`src/rtl/arbitro_escrita_reg2.sv`:
```
// Round-robin write arbiter for a shared 2-bit register: one winner per grant,
// one-cycle ack, then the stored value is frozen for HOLD cycles.
module arbitro_escrita_reg2 #(
    parameter int N_REQ  = 4,
    parameter int DATA_W = 2,
    parameter int HOLD   = 2
) (
    input  logic                      clock,
    input  logic                      reset,
    input  logic [N_REQ-1:0]          req,
    input  logic [N_REQ*DATA_W-1:0]   data_req,
    output logic [N_REQ-1:0]          ack,
    output logic [1:0]                grant_idx,
    output logic [DATA_W-1:0]         saida,
    output logic [DATA_W-1:0]         saida_negada,
    output logic                      busy
);

    typedef enum logic [1:0] {
        IDLE    = 2'd0,
        GRANT   = 2'd1,
        HOLD_ST = 2'd2
    } state_t;

    state_t      state;
    state_t      state_next;
    logic [3:0]  cnt;
    logic [1:0]  winner;
    logic [1:0]  cand;
    logic        found;

    // Rotating priority: scan from the slot after the last winner, wrapping.
    always_comb begin
        // NOTE: every variable gets a default first so no latch is inferred.
        found  = 1'b0;
        winner = grant_idx;
        cand   = grant_idx;
        for (int k = 1; k <= N_REQ; k++) begin
            cand = 2'((int'(grant_idx) + k) % N_REQ);
            if (!found && req[cand]) begin
                found  = 1'b1;
                winner = cand;
            end
        end
    end

    always_comb begin
        state_next = state;
        case (state)
            IDLE:    if (found) state_next = GRANT;
            GRANT:   state_next = HOLD_ST;
            HOLD_ST: if (cnt == 4'd0) state_next = IDLE;
            default: state_next = IDLE;
        endcase
    end

    // NOTE: sequential state uses non-blocking assignments so all registers
    // update together from the values present before the edge.
    always_ff @(posedge clock or negedge reset) begin
        if (!reset) begin
            state     <= IDLE;
            cnt       <= 4'd0;
            saida     <= '0;
            grant_idx <= 2'(N_REQ - 1);
        end else begin
            state <= state_next;
            case (state)
                IDLE: begin
                    if (found) begin
                        saida     <= data_req[winner*DATA_W +: DATA_W];
                        grant_idx <= winner;
                    end
                end
                GRANT:   cnt <= 4'(HOLD - 1);
                HOLD_ST: if (cnt != 4'd0) cnt <= cnt - 4'd1;
                default: cnt <= 4'd0;
            endcase
        end
    end

    // Outputs decode registered state only, so they cannot glitch.
    always_comb begin
        ack = '0;
        if (state == GRANT) ack[grant_idx] = 1'b1;
        busy = (state != IDLE);
    end

    assign saida_negada = ~saida;

endmodule
```
`config.mk`:
```
export PLATFORM = sky130hd
export DESIGN_NAME = arbitro_escrita_reg2
export DESIGN_NICKNAME = d
export VERILOG_FILES = /design/src/rtl/arbitro_escrita_reg2.sv
export SDC_FILE = /design/constraint.sdc
export NUM_CORES = 1
export LEC_CHECK = 0
export CAP_MARGIN = 5
export CELL_PAD_IN_SITES_DETAIL_PLACEMENT = 0
export CELL_PAD_IN_SITES_GLOBAL_PLACEMENT = 1
export CORE_MARGIN = 2
export CORE_UTILIZATION = 25
export CTS_CLUSTER_DIAMETER = 40
export CTS_CLUSTER_SIZE = 30
export DETAILED_ROUTE_END_ITERATION = 6
export PLACE_DENSITY = 0.58
export SYNTH_ARGS = -nofsm -noshare
export SYNTH_HDL_FRONTEND = slang
export SYNTH_SLANG_ARGS = --single-unit
```
`constraint.sdc`:
```
create_clock -name clock -period 7.39 [get_ports clock]
set_input_delay 1.478 -clock clock [delete_from_list [all_inputs] [get_ports clock]]
set_output_delay 1.478 -clock clock [all_outputs]
set_load 0.03 [all_outputs]
```
==> results.md, run 1 <==
* Top post-synthesis cells by area: dfrtp_1, ha_1, dfstp_2, nand2_1, a21oi_1
* Top cell type's share of synthesized area at ~21%
* Top cells by count, synth: nand2_1, ha_1, dfrtp_1, inv_1, nor2_1
* Combined area of all synthesized cells at 969.7 µm²
* Starting utilization of the core area at 26.29%
* Cells resized by post-CTS repair at 0
* Post-detailed-route wirelength per cell at 12.12 µm
* Count of buffering cells on the critical path with inverters included at 2
* 1st-pass router iterations at 4
* GPL Wtd Cong at 0.7499
* Count of nets after finishing at 163
* Final critical path time including I/O delays and setup at 3.615 ns
* Final setup fails at 0
* Die area at approximately 0.0044 mm²
* Number of global-route vias before repair at 819
* Via density per instance at 4.668
* Buffers from clock root to sink, at most at 2
* Library cells used by synthesis at 44
* Slowest cell on the critical path: dfstp_2
* Power density of the placed cells at 449.3 mW/mm²
* Most numerous cell in the Yosys netlist: nand2_1
* Core area at 0.003689 mm²
* Maximum capacitance violations at 0
* Final Hold Slack at 0.5153 ns
* Utilization of the core after routing at 34.67%
* Number of H-tree levels at 1
* Total wirelength of the detailed-routed design at 2267 µm
* Critical path peak fanout at 26
* Synthesized netlist net count at between 100 and 150
* Synthesis-to-finish area growth at 31.87%
* Slew @ Worst Pin at 0.5090 ns
* Post-synthesis sequential area ratio at 26.06%
* Fraction of final layout cells sized beyond drive strength 1 at ~8.6%
* Count of inserted antenna diode cells at 0
* Post-route fraction of the period consumed by the critical path at 48.92%
* Largest area contributor in the netlist: dfrtp_1
* Count of flip-flops with a built-in enable after synthesis at 0
* PnR worst setup slack at 3.775 ns
* Pleak at approximately 0.54 nW
* Die height at roughly 66 µm
* Critical Path AT at 2.14 ns
* Post-synthesis sequential element count at 10
* Count of hold buffers inserted by post-cts repair at 0
* Critical path, cell by cell: inv_1 -> ha_1 -> and2_1 -> clkdlybuf4s50_1
* TritonCTS clock tree: built
* Main synth FF type: dfrtp_1
* Max stage delay on crit path at 0.81 ns
* Gr usage total at 11.05%
* Worst Skew at 0.008501 ns
* Synthesized instance count at 116
* RSZ-0062 raised after global routing: no
* Required time reported for the critical path endpoint at between 5 and 6 ns
* Clk slew on worst S/H paths at approximately 0.05 ns
* Number of max-slew violations in the final report at 0
* Total number of placement rows at 22
* Warnings from Yosys at 0
* Maximum operating frequency at 276.6 MHz
* Count of vias placed by the detailed router at 873
* Total congestion overflow at 0
* Hold Vio Cnt, Final at 0
* Final antenna-violating net count at 0
* Initial DRC Count at 29
* Worst setup slack before clock tree synthesis at 3.648 ns
* Maximum number of pins on one net before global-route repair at 27
* Setup Crit Path Kind: flop to primary output
* Post-CTS Setup Inserts at 0
* Count of input and output buffers at 24
* Insertion delay of the later-clocked pin in the worst-skew pair at 0.23 ns
* Power Total at roughly 0.00057 W
* Top delay family on crit path: flip-flops
* Antenna violations before repair at 0
* Number of clock sinks at 10
* Worst-case headroom to the max-slew limit at 66.07%
* Syn Area/Cell at 8.359 µm²
* Estimated wirelength of the detail-placed design at 1747 µm
* First-pass GRT wire length at 3760 µm
* Ports placed on the boundary at 25
* Sum Neg Setup Slack at 0 ns
* Crit path launch type: flop
* Crit end category: primary output
* Worst-case vdd ir drop at around 0.00018 V
* Remaining routing DRC violations at 0
* Synth async-reset ratio at 100.0%
* Worst hold path class: flop to flop
* Status: complete, no violations
* FILL cells at 403
* Root cell of the clock tree: clkbuf_8
* Horizontal extent of the die at 66.28 µm
* Clock buffers created by TritonCTS at 3
==> stage by stage <==
step,instances,cell area [µm²]
6_report,187,1279
2_1_floorplan,116,969.7
5_1_grt,187,1279
4_1_cts,187,1279
3_5_place_dp,183,1234
3_3_place_gp,183,1234
==> logic make-up (layout without fill, tap and decap cells) <==
kind of cell	count (synthesis)	in the layout	share of synthesized area [%]
and+or+nand+nor	44	44	23.10
AOI/OAI and AO/OA	31	31	22.84
adders and majority gates	9	9	11.61
buffers and inverters	14	37	7.225
muxes	6	6	7.355
DFF	10	10	26.06
xor gates and xnor gates	2	2	1.807
==> sequential cells by signal, summed over array words and instances (netlist names) <==
name and flops:
cnt 4, grant_idx 2, saida 2, state 2
==> power breakdown <==
part / total (W) / switching (W) / internal [W]
Sequential: 0.000131 / 0.0000444 / 0.0000867
Clock: 0.0000578 / 0.0000201 / 0.0000377
Combinational: 0.000386 / 0.000214 / 0.000172
Total: 0.000575 / 0.000278 / 0.000296
==> cell type report <==
type | instances | area, µm² | share of cell area [%]
multi-input cells | 92 | 646.9 | 50.59
flip-flops and latches | 10 | 252.7 | 19.77
repair buffers | 24 | 240.2 | 18.79
well taps | 48 | 60.06 | 4.697
clock buffers | 4 | 45.04 | 3.522
inverters | 9 | 33.78 | 2.642
==> layer usage <==
layer | GRT usage, % | share of wire [%] | vias up
met5 | 0 | 0 | -
met4 | 3.827 | 0.84 | 0
met3 | 2.555 | 3.9 | 2
met2 | 16.25 | 43 | 19
met1 | 15.62 | 52 | 397
li1 | - | - | 455
==> worst paths after layout <==
| check | from | slack, ns | cells past startpoint | end |
|---|---|---|---|---|
| max | grant_idx[0] | 3.77 | 4 | ack[2] |
| min | cnt[1] | 0.52 | 2 | cnt[1] |
| max reg2reg | grant_idx[0] | 4.40 | 8 | saida[0] |
| min reg2reg | cnt[1] | 0.52 | 2 | cnt[1] |
| max in group asynchronous | reset | 5.47 | 1 | grant_idx[0] |
| min in group asynchronous | reset | 1.57 | 1 | cnt[1] |
==> worst register-to-register path, cell delays in order (launching register included) <==
cell and delay, ns:
dfstp_2 0.81, inv_1 0.16, ha_1 0.46, nor3_1 0.11, a22oi_2 0.19, o31a_1 0.48
nor3b_1 0.11, o31a_1 0.31, a211o_1 0.26
==> placed cells by master (no fill, tap or decap), types with 2 or more instances in the layout <==
cell type        netlist  routed
nor2b_1                3       3
dfstp_2                2       2
nor2_1                 7       7
xnor2_1                2       2
ha_1                   9       9
dfrtp_1                8       8
mux2_4                 2       2
inv_1                  8       8
o31a_1                 3       3
nand2_1               14      14
nand2b_1               3       3
a21oi_1                6       6
nor3b_1                3       3
o21ai_1                5       5
o221ai_1               2       2
clkdlybuf4s50_1        0      24
clkbuf_8               0       3
o21ai_0                2       2
nand3_1                2       2
nor3_1                 2       2
and2_1                 4       4
mux2i_1                3       3
Power figures use the tool's default switching activity.
==> run 2, diff against run 1 <==
==> constraint.sdc (replaced) <==
create_clock -name clock -period 3.6 [get_ports clock]
set_input_delay 0.72 -clock clock [delete_from_list [all_inputs] [get_ports clock]]
set_output_delay 0.72 -clock clock [all_outputs]
set_load 0.03 [all_outputs]
==> results.md, run 2 (synthesis results as in run 1) <==
* Cell area after placement at 0.001234 mm² (unchanged)
* 1st-pass router iterations at 4 (unchanged)
* Maximum capacitance violations at 0 (unchanged)
* GPL Wtd Cong at 0.8055 (was 0.7499)
* Fraction of final layout cells sized beyond drive strength 1 at 8.633% (unchanged)
* Area of all sequential standard cells at 252.7 µm² (unchanged)
* Worst Skew at 0.001099 ns (was 0.008501 ns)
* Most common cell after layout, fill and taps aside: clkdlybuf4s50_1 (unchanged)
* Summed area of non-filler cells in the final layout at 0.001279 mm² (unchanged)
* Insertion delay of the later-clocked pin in the worst-skew pair at 0.23 ns (about the same)
* Number of H-tree levels at 1 (unchanged)
* Final setup fails at 0 (unchanged)
* Required time reported for the critical path endpoint at 3.71 ns (was 5.91 ns)
* First-pass GRT wire length at 3967 µm (was 3760 µm)
* Count of vias placed by the detailed router at 899 (was 873)
* Starting utilization of the core area at 26.29% (unchanged)
* Root cell of the clock tree: clkbuf_8 (unchanged)
* Hold Vio Cnt, Final at 0 (unchanged)
* Number of max-slew violations in the final report at 0 (unchanged)
* Buffers from clock root to sink, at most at 2 (unchanged)
* Count of input and output buffers at 24 (unchanged)
* Most frequent cells in the layout: clkdlybuf4s50_1, nand2_1, ha_1 (unchanged)
* Startpoint of the most critical register-to-register path: grant_idx[0] (unchanged)
* Estimated wirelength of the detail-placed design at 1784 µm (was 1747 µm)
* Final Hold Slack at 0.5253 ns (was 0.5153 ns)
* PnR worst setup slack at 0.6151 ns (was 3.775 ns)
* Horizontal extent of the die at 66.28 µm (unchanged)
* Critical path peak fanout at 26 (unchanged)
* Top register by number of flip-flops: cnt (unchanged)
* Worst hold path class: flop to flop (unchanged)
* Origin of the worst setup path: grant_idx[0] (unchanged)
* Total congestion overflow at 0 (unchanged)
* Launch point of the worst hold path: cnt[1] (unchanged)
* TritonCTS clock tree: built (unchanged)
* Count of hold buffers inserted by post-cts repair at 0 (unchanged)
* Count of nets after finishing at 163 (unchanged)
* Remaining routing DRC violations at 0 (unchanged)
* Maximum operating frequency at ~340 MHz
* Top delay family on crit path: compound AO/OA/AOI/OAI gates (was flip-flops)
* Count of buffering cells on the critical path with inverters included at 1 (was 2)
* Number of flip-flops under the largest register name at 4 (unchanged)
* Post-detailed-route wirelength per cell at 12.39 µm (was 12.12 µm)
* Post-CTS Setup Inserts at 0 (unchanged)
* Slew @ Worst Pin at 0.5106 ns (was 0.5090 ns)
* Die height at 66.28 µm (unchanged)
* Worst setup slack before clock tree synthesis at 0.6084 ns (was 3.648 ns)
* Final critical path time including I/O delays and setup at 2.985 ns
* Initial DRC Count at 37 (was 29)
* Number of clock sinks at 10 (unchanged)
* Status: complete, no violations (unchanged)
* RSZ-0062 raised after global routing: no (unchanged)
* Crit end category: flop (was primary output)
* Cells resized by post-CTS repair at 0 (unchanged)
* Antenna violations before repair at 0 (unchanged)
* Setup Crit Path Kind: flop to flop (was flop to primary output)
* Number of global-route vias before repair at 818 (was 819)
* Post-route fraction of the period consumed by the critical path at around 83%
* Power density of the placed cells at 924.0 mW/mm² (was 449.3 mW/mm²)
* Gr usage total at 11.62% (was 11.05%)
* Max stage delay on crit path at 0.81 ns (about the same)
* Count of inserted antenna diode cells at 0 (unchanged)
* Final antenna-violating net count at 0 (unchanged)
* Clock buffers created by TritonCTS at 3 (unchanged)
* FILL cells at 390 (was 403)
* Worst path most repeated cell: o31a_1
* Core area at 0.003689 mm² (unchanged)
* Crit path launch type: flop (unchanged)
* Die area at 0.004393 mm² (unchanged)
* Critical Path AT at 3.10 ns (was 2.14 ns)
* Area occupied by multi-input gates at 646.9 µm² (unchanged)
* Synthesis-to-finish area growth at 31.87% (unchanged)
* Ports placed on the boundary at 25 (unchanged)
* Maximum number of pins on one net before global-route repair at 27 (unchanged)
* Via density per instance at 4.807 (was 4.668)
* Total wirelength of the detailed-routed design at 2316 µm (was 2267 µm)
* Sum Neg Setup Slack at 0 ns (unchanged)
* Utilization of the core after routing at 34.67% (unchanged)
* Worst-case vdd ir drop at 0.0004495 V (was 0.0001827 V)
* Pleak at 0.5409 nW (unchanged)
* Clk slew on worst S/H paths at 0.05 ns (about the same)
* Worst-case headroom to the max-slew limit at 65.96% (was 66.07%)
* Slowest cell on the critical path: dfstp_2 (unchanged)
* Critical path, cell by cell: inv_1 -> ha_1 -> nor3_1 -> a22oi_2 -> o31a_1 -> nor3b_1 -> o31a_1 -> a211o_1 (was inv_1 -> ha_1 -> and2_1 -> clkdlybuf4s50_1)
* Total number of placement rows at 22 (unchanged)
-- run 2: path summary, 6_finish.rpt --
kind                           endpoint  slack, ns  depth (start not counted)
min                              cnt[1]       0.53                          2
min reg2reg                      cnt[1]       0.53                          2
min in group asynchronous        cnt[1]       0.82                          1
max reg2reg                    saida[0]       0.62                          8
max                            saida[0]       0.62                          8
max in group asynchronous  grant_idx[0]       2.42                          1
-- run 2: report_power, final --
part | internal, W | switching, W
logic | 0.000352 | 0.000439
clock network | 0.0000776 | 0.0000439
registers | 0.000178 | 0.0000916
total | 0.000607 | 0.000574
-- run 2: final cells by class --
cell class	instances	share of cell area (%)
sequential	10	19.77
tap	48	4.697
timing repair buffer	24	18.79
inverter	9	2.642
multi-input combinational	92	50.59
clock buffer	4	3.522
-- run 2: layer usage --
metal	track usage [%]	routed length (µm)	up-vias
met4	4.592	19	0
met3	1.533	82	2
met2	17.13	1035	27
met1	16.87	1178	415
li1	-	-	455
met5	0	0	-
-- run 2: stage by stage --
| step | cells | power (W) |
|---|---|---|
| floorplan | 116 | 0.0008632 |
| global placement | 183 | 0.001063 |
| global route | 187 | 0.001300 |
| finish | 187 | 0.001182 |
| detailed placement | 183 | 0.001064 |
| CTS | 187 | 0.001193 |
-- run 2: tightest hold or removal path: stages (launching register included) --
cell	delay, ns
dfrtp_1	0.37
nand2_1	0.06
o31ai_1	0.06
